==> src/rtl/cache_mem_arbiter.sv <==
// cache_mem_arbiter
//   Shares one external memory port between ICache refill, DCache refill and
//   DCache dirty-line writeback. One line burst is in flight at a time.
//   Priority is dc_wr > dc_rd > ic_rd. An ICache request that has already lost
//   two D-side grants in a row wins the next arbitration.
//
//   Ports
//     clk, rst                 clock (rising edge), async active-high reset
//     ic_rd_*                  ICache refill: req/addr in; gnt/valid/last/data out
//     dc_rd_*                  DCache refill: same shape as ic_rd_*
//     dc_wr_*                  DCache writeback: req/addr/data in; gnt/ready/done out
//     mem_req/we/addr/len      address phase to memory, mem_ack accepts it
//     mem_rvalid/rdata         read beats from memory
//     mem_wvalid/wdata/wready  write beats to memory
//     mem_bvalid               write response from memory
module cache_mem_arbiter #(
  parameter int ADDR_W    = 32,
  parameter int DATA_W    = 32,
  parameter int BURST_LEN = 4
) (
  input  logic              clk,
  input  logic              rst,
  input  logic              ic_rd_req,
  input  logic [ADDR_W-1:0] ic_rd_addr,
  output logic              ic_rd_gnt,
  output logic              ic_rd_valid,
  output logic              ic_rd_last,
  output logic [DATA_W-1:0] ic_rd_data,
  input  logic              dc_rd_req,
  input  logic [ADDR_W-1:0] dc_rd_addr,
  output logic              dc_rd_gnt,
  output logic              dc_rd_valid,
  output logic              dc_rd_last,
  output logic [DATA_W-1:0] dc_rd_data,
  input  logic              dc_wr_req,
  input  logic [ADDR_W-1:0] dc_wr_addr,
  input  logic [DATA_W-1:0] dc_wr_data,
  output logic              dc_wr_gnt,
  output logic              dc_wr_ready,
  output logic              dc_wr_done,
  output logic              mem_req,
  output logic              mem_we,
  output logic [ADDR_W-1:0] mem_addr,
  output logic [7:0]        mem_len,
  input  logic              mem_ack,
  input  logic              mem_rvalid,
  input  logic [DATA_W-1:0] mem_rdata,
  output logic              mem_wvalid,
  output logic [DATA_W-1:0] mem_wdata,
  input  logic              mem_wready,
  input  logic              mem_bvalid
);
  localparam int CNT_W = $clog2(BURST_LEN);
  localparam int OFF_W = $clog2(BURST_LEN * DATA_W / 8);
  localparam logic [CNT_W-1:0]  LAST_BEAT = CNT_W'(BURST_LEN - 1);
  localparam logic [ADDR_W-1:0] LINE_MASK = ~((ADDR_W'(1) << OFF_W) - ADDR_W'(1));

  typedef enum logic [2:0] {S_IDLE, S_ADDR, S_RDATA, S_WDATA, S_WRESP} state_t;
  typedef enum logic [1:0] {OWN_IC = 2'd0, OWN_DC_RD = 2'd1, OWN_DC_WR = 2'd2} owner_t;

  state_t            state, state_nxt;
  owner_t            owner, owner_nxt;
  logic [ADDR_W-1:0] addr_q, addr_nxt;
  logic [CNT_W-1:0]  beat_cnt, beat_nxt;
  logic [1:0]        starve, starve_nxt;
  logic              addr_first, first_nxt;

  assign mem_len = 8'(BURST_LEN - 1);

  always_ff @(posedge clk or posedge rst) begin
    if (rst) begin
      state      <= S_IDLE;
      owner      <= OWN_IC;
      addr_q     <= '0;
      beat_cnt   <= '0;
      starve     <= '0;
      addr_first <= 1'b0;
    end else begin
      state      <= state_nxt;
      owner      <= owner_nxt;
      addr_q     <= addr_nxt;
      beat_cnt   <= beat_nxt;
      starve     <= starve_nxt;
      addr_first <= first_nxt;
    end
  end

  always_comb begin
    state_nxt   = state;
    owner_nxt   = owner;
    addr_nxt    = addr_q;
    beat_nxt    = beat_cnt;
    first_nxt   = 1'b0;
    // starvation history only matters while ICache keeps asking
    starve_nxt  = ic_rd_req ? starve : 2'd0;
    ic_rd_gnt   = 1'b0;
    ic_rd_valid = 1'b0;
    ic_rd_last  = 1'b0;
    ic_rd_data  = '0;
    dc_rd_gnt   = 1'b0;
    dc_rd_valid = 1'b0;
    dc_rd_last  = 1'b0;
    dc_rd_data  = '0;
    dc_wr_gnt   = 1'b0;
    dc_wr_ready = 1'b0;
    dc_wr_done  = 1'b0;
    mem_req     = 1'b0;
    mem_we      = 1'b0;
    mem_addr    = '0;
    mem_wvalid  = 1'b0;
    mem_wdata   = '0;

    case (state)
      S_IDLE: begin
        if (ic_rd_req || dc_rd_req || dc_wr_req) begin
          state_nxt = S_ADDR;
          first_nxt = 1'b1;
          if (ic_rd_req && (starve == 2'd2 || !(dc_wr_req || dc_rd_req))) begin
            owner_nxt  = OWN_IC;
            addr_nxt   = ic_rd_addr;
            starve_nxt = 2'd0;
          end else begin
            if (dc_wr_req) begin
              owner_nxt = OWN_DC_WR;
              addr_nxt  = dc_wr_addr;
            end else begin
              owner_nxt = OWN_DC_RD;
              addr_nxt  = dc_rd_addr;
            end
            if (ic_rd_req && starve != 2'd2) starve_nxt = starve + 2'd1;
          end
        end
      end
      S_ADDR: begin
        ic_rd_gnt = addr_first && (owner == OWN_IC);
        dc_rd_gnt = addr_first && (owner == OWN_DC_RD);
        dc_wr_gnt = addr_first && (owner == OWN_DC_WR);
        mem_req   = 1'b1;
        mem_we    = (owner == OWN_DC_WR);
        mem_addr  = addr_q & LINE_MASK;
        if (mem_ack) begin
          beat_nxt  = '0;
          state_nxt = (owner == OWN_DC_WR) ? S_WDATA : S_RDATA;
        end
      end
      S_RDATA: begin
        // beats pass straight through to the owning cache
        if (owner == OWN_IC) begin
          ic_rd_valid = mem_rvalid;
          ic_rd_data  = mem_rdata;
          ic_rd_last  = mem_rvalid && (beat_cnt == LAST_BEAT);
        end else begin
          dc_rd_valid = mem_rvalid;
          dc_rd_data  = mem_rdata;
          dc_rd_last  = mem_rvalid && (beat_cnt == LAST_BEAT);
        end
        if (mem_rvalid) begin
          beat_nxt = beat_cnt + CNT_W'(1);
          if (beat_cnt == LAST_BEAT) state_nxt = S_IDLE;
        end
      end
      S_WDATA: begin
        mem_wvalid  = 1'b1;
        mem_wdata   = dc_wr_data;
        dc_wr_ready = mem_wready;
        if (mem_wready) begin
          beat_nxt = beat_cnt + CNT_W'(1);
          if (beat_cnt == LAST_BEAT) state_nxt = S_WRESP;
        end
      end
      S_WRESP: begin
        dc_wr_done = mem_bvalid;
        if (mem_bvalid) state_nxt = S_IDLE;
      end
      default: state_nxt = S_IDLE;
    endcase
  end
endmodule

==> config.mk <==
export PLATFORM = sky130hd
export DESIGN_NAME = cache_mem_arbiter
export DESIGN_NICKNAME = d
export VERILOG_FILES = /design/src/rtl/cache_mem_arbiter.sv
export SDC_FILE = /design/constraint.sdc
export NUM_CORES = 1
export LEC_CHECK = 0
export ABC_AREA = 1
export CORE_AREA = 2 2 122 124
export CTS_CLUSTER_SIZE = 16
export DETAILED_ROUTE_END_ITERATION = 7
export DIE_AREA = 0 0 124 126
export GPL_TIMING_DRIVEN = 0
export PLACE_DENSITY = 0.7
export REMOVE_ABC_BUFFERS = 1
export SYNTH_ARGS = -nofsm -noshare
export SYNTH_HDL_FRONTEND = slang
export SYNTH_SLANG_ARGS = --single-unit
==> constraint.sdc <==
create_clock -name clk -period 1.63 [get_ports clk]
set_input_delay 0.326 -clock clk [delete_from_list [all_inputs] [get_ports clk]]
set_output_delay 0.326 -clock clk [all_outputs]
set_load 0.005 [all_outputs]
==> results.md <==
* Status: finished with violations
* Failing checks: setup timing
* Max VDD drop at between 0.5 and 0.6 mV
* Finished Core Util at between 50% and 60%
* Commonest cells post-synth: nor2_1, inv_1, nand2_1
* Clock-pin transition on the worst setup and hold timing paths at around 0.060 ns
* Most frequent cell after synthesis: nor2_1
* Avg WL per Cell at about 18 µm
* Critical Path Source: state[0]$_DFFE_PP0P_
* Mean Syn Cell Area at about 6.1 µm²
* Yosys reg bits at 38
* Seq pwr share at 14.5%
* Clock power frac at under 10%
* Startpoint type of the worst setup path: flip-flop
* Fill count at 1291
* Hold Path Origin: dc_wr_req
* Post-Route WL at just under 20 mm
* Switch Pwr at 5.79 mW
* R2R cell count at 10
* CTS buffer count at 5
* Crit Path Category: flip-flop to primary output
* Critical path endpoint category: primary output
* Final setup viols at roughly 150
* DRC at 0
* Top Ports at 317
* Die W at approximately 120 µm
* Via count at between 5000 and 6000
* Crit path top cell by count: buf_6
* Synthesized area at between 3000 and 4000 µm²
* Vias in the first global route at ~4800
* WHS at 0.441 ns
* Nets at 1085
* RSZ-0062 raised after global routing: true
* R2R Setup Slk at -0.10 ns
* Root Driver: clkbuf_16
* Min Tclk post-route at 2.05 ns
* Clock sink count at 38
* Clock Path Buffers at 2
* H-tree depth at 2
* CP max stage delay at 0.49 ns
* Die ar. at 15600 µm²
* Fin. max-slew vios at 0
* Hold buffer count at cts at 0
* Mapped Cells at 561
* Final critical-path share of the clock period at 126%
* Post-Place Cell Area at roughly 6400 µm²
* Yosys top cell area share at between 20% and 30%
* Clock latency on the worst-skew pair at around 0.27 ns
* Largest net degree at the start of global routing at 39
* Height of the die at between 100 and 150 µm
* FF-to-FF Start: state[2]$_DFFE_PP0P_
* Via density at around 4.6
* Post-DRT Antenna Nets at 0
* Final hold viol count at 0
* GR Overflow Total at 0
* Peak fanout along the critical path at 6
* Sw Share at 47.4%
* Core area at about 14000 µm²
* Critical path required time at between 1 and 1.5 ns
* Final Wtd Congestion at around 0.77
* LEAKAGE at 4.01 nW
* Antenna violations before repair at 2
* Final worst slack at -0.422 ns
* Gate power share at slightly below 80%
* Initial core utilization at about a quarter
* Max Freq at about 490 MHz
* Power Internal at between 6 and 7 mW
* Critical Path, Cell by Cell: buf_4 -> nand3_4 -> buf_6 -> buf_6 -> buf_6 -> buf_6 -> nor2_4 -> buf_2
* Pwr/cell area at approximately 1500 nW/µm²
* Post-synth EDFFs at 0
* Top_reg_cell synth: dfrtp_1
* Worst-Margin Slew at roughly 0.84 ns
* HP Class: input pin to flip-flop
* # rows at 44
* Crit path arrival time at approximately 1.7 ns
* Sequential share of the synthesized area at between 20% and 30%
* Async S/R FF share, synth at 100%
* Final instance area at 8160 µm²
* Cell variety after synth at 24
* Slowest CP cell: dfrtp_2
* HPWL Detailed at about 11 mm
* Number of synthesis warnings at 0
* Layout cells sized above 1 at between 40% and 50%
* Sum of negative setup slack at -36.79 ns
* Max Cap Viol at 0
* Area Growth Syn to Fin at 139%
* First-pass GRT wire length at 26.3 mm
* Detailed Routing Iterations Pass 1 at 4
* CTS tree: yes
* Rel. slew slack at between 40 and 50%
* Setup Skew at just under 0.004 ns
* R2r endpoint: state[1]$_DFFE_PP0P_
* Post-synth top area cell: dfrtp_1
* Gr usage total at between 20% and 30%
* Initial DRC Count at between 100 and 150
* Ranking of synthesized cells by area: dfrtp_1, nor2_1, inv_1
* Port Buf Inserts at between 200 and 300
* Critical Path End: mem_addr[9]
cell type report:
| type | count | area (µm²) | share of cell area [%] |
|---|---|---|---|
| Timing Repair Buffer | 371 | 3360 | 41.2 |
| Multi-Input combinational cell | 382 | 2920 | 35.8 |
| Sequential cell | 38 | 957 | 11.7 |
| Inverter | 112 | 487 | 5.97 |
| Tap cell | 184 | 230 | 2.82 |
| Clock buffer | 6 | 139 | 1.70 |
| Timing Repair inverter | 4 | 58.8 | 0.721 |
| Antenna cell | 2 | 5.00 | 0.0613 |
layout by cell type, fill, tap and decap left out, types with 6 or more instances in the layout:
cell	Yosys	routed
nor2_4	1	46
clkdlybuf4s50_1	0	154
inv_1	104	99
nor2_2	4	20
clkbuf_2	0	6
nand2_8	0	8
buf_4	13	20
clkbuf_16	0	6
conb_1	2	12
buf_6	3	47
o211ai_1	28	28
buf_8	0	6
o21ai_0	33	30
nor3_2	20	40
nor3_4	0	29
buf_12	0	17
dfrtp_1	38	33
buf_2	14	116
nor2_1	121	62
nand2_1	79	71
per-layer routing:
metal	vias up	wire length [µm]	global-route usage, %
met5	-	0	0
met4	0	563	6.94
met3	33	1560	6.34
met2	245	9930	39.4
met1	2343	7240	24.5
li1	2447	-	-
state kept, by name, summed over array words and instances, names as in the netlist:
register    flops
addr_first      1
state           3
beat_cnt        2
addr_q         28
owner           2
starve          2
power by group through the flow:
stage | sequential (mW) | clock, mW | combinational [mW]
after floorplan | 1.64 | 0 | 2.46
after global placement | 1.68 | 0 | 4.89
after detailed placement | 1.72 | 0 | 4.96
after CTS | 1.75 | 0.974 | 7.16
after global routing | 1.84 | 1.00 | 10.2
final | 1.77 | 0.943 | 9.51
repair_timing:
item | CTS | global route
buffers inserted | 43 | 36
endpoints found under the setup margin | 172 | 169
cloned | 13 | 7
pin swaps | 16 | 22
resized for setup | 402 | 445
metrics by stage:
stage | power, mW | worst slack, ns | std cells
after detailed placement | 6.67 | -2.49 | 999
after global placement | 6.57 | -3.03 | 998
final | 12.2 | -0.422 | 1099
after CTS | 9.88 | -0.518 | 1061
after global routing | 13.0 | -0.485 | 1098
after floorplan | 4.10 | -0.947 | 522
critical path: cells and delay by family (launching register included):
kind                   cells  cell delay, ns
DFF                        1            0.49
and+or+nand+nor            2            0.17
buffers and inverters      6            0.78
worst min path at each step:
stage | end | slack (ns) | depth (start not counted)
CTS | owner[1]$_DFFE_PP0P_ | 0.43 | 3
detailed placement | addr_q[7]$_DFFE_PP0P_ | 0.47 | 2
global route | owner[1]$_DFFE_PP0P_ | 0.50 | 3
global placement | addr_q[7]$_DFFE_PP0P_ | 0.46 | 2
floorplan | addr_q[10]$_DFFE_PP0P_ | 0.45 | 2
finish | owner[1]$_DFFE_PP0P_ | 0.44 | 3
cells by family (layout without fill, tap and decap cells):
family	Yosys count	in the layout	share of synthesized area, %
AOI/OAI and AO/OA	66	66	11.8
adders and majority gates	2	2	0.734
buffers and inverters	161	493	20.3
DFF	38	38	27.9
other	2	14	0.220
and+or+nand+nor	292	302	39.0
(Power assumes the default switching activity.)
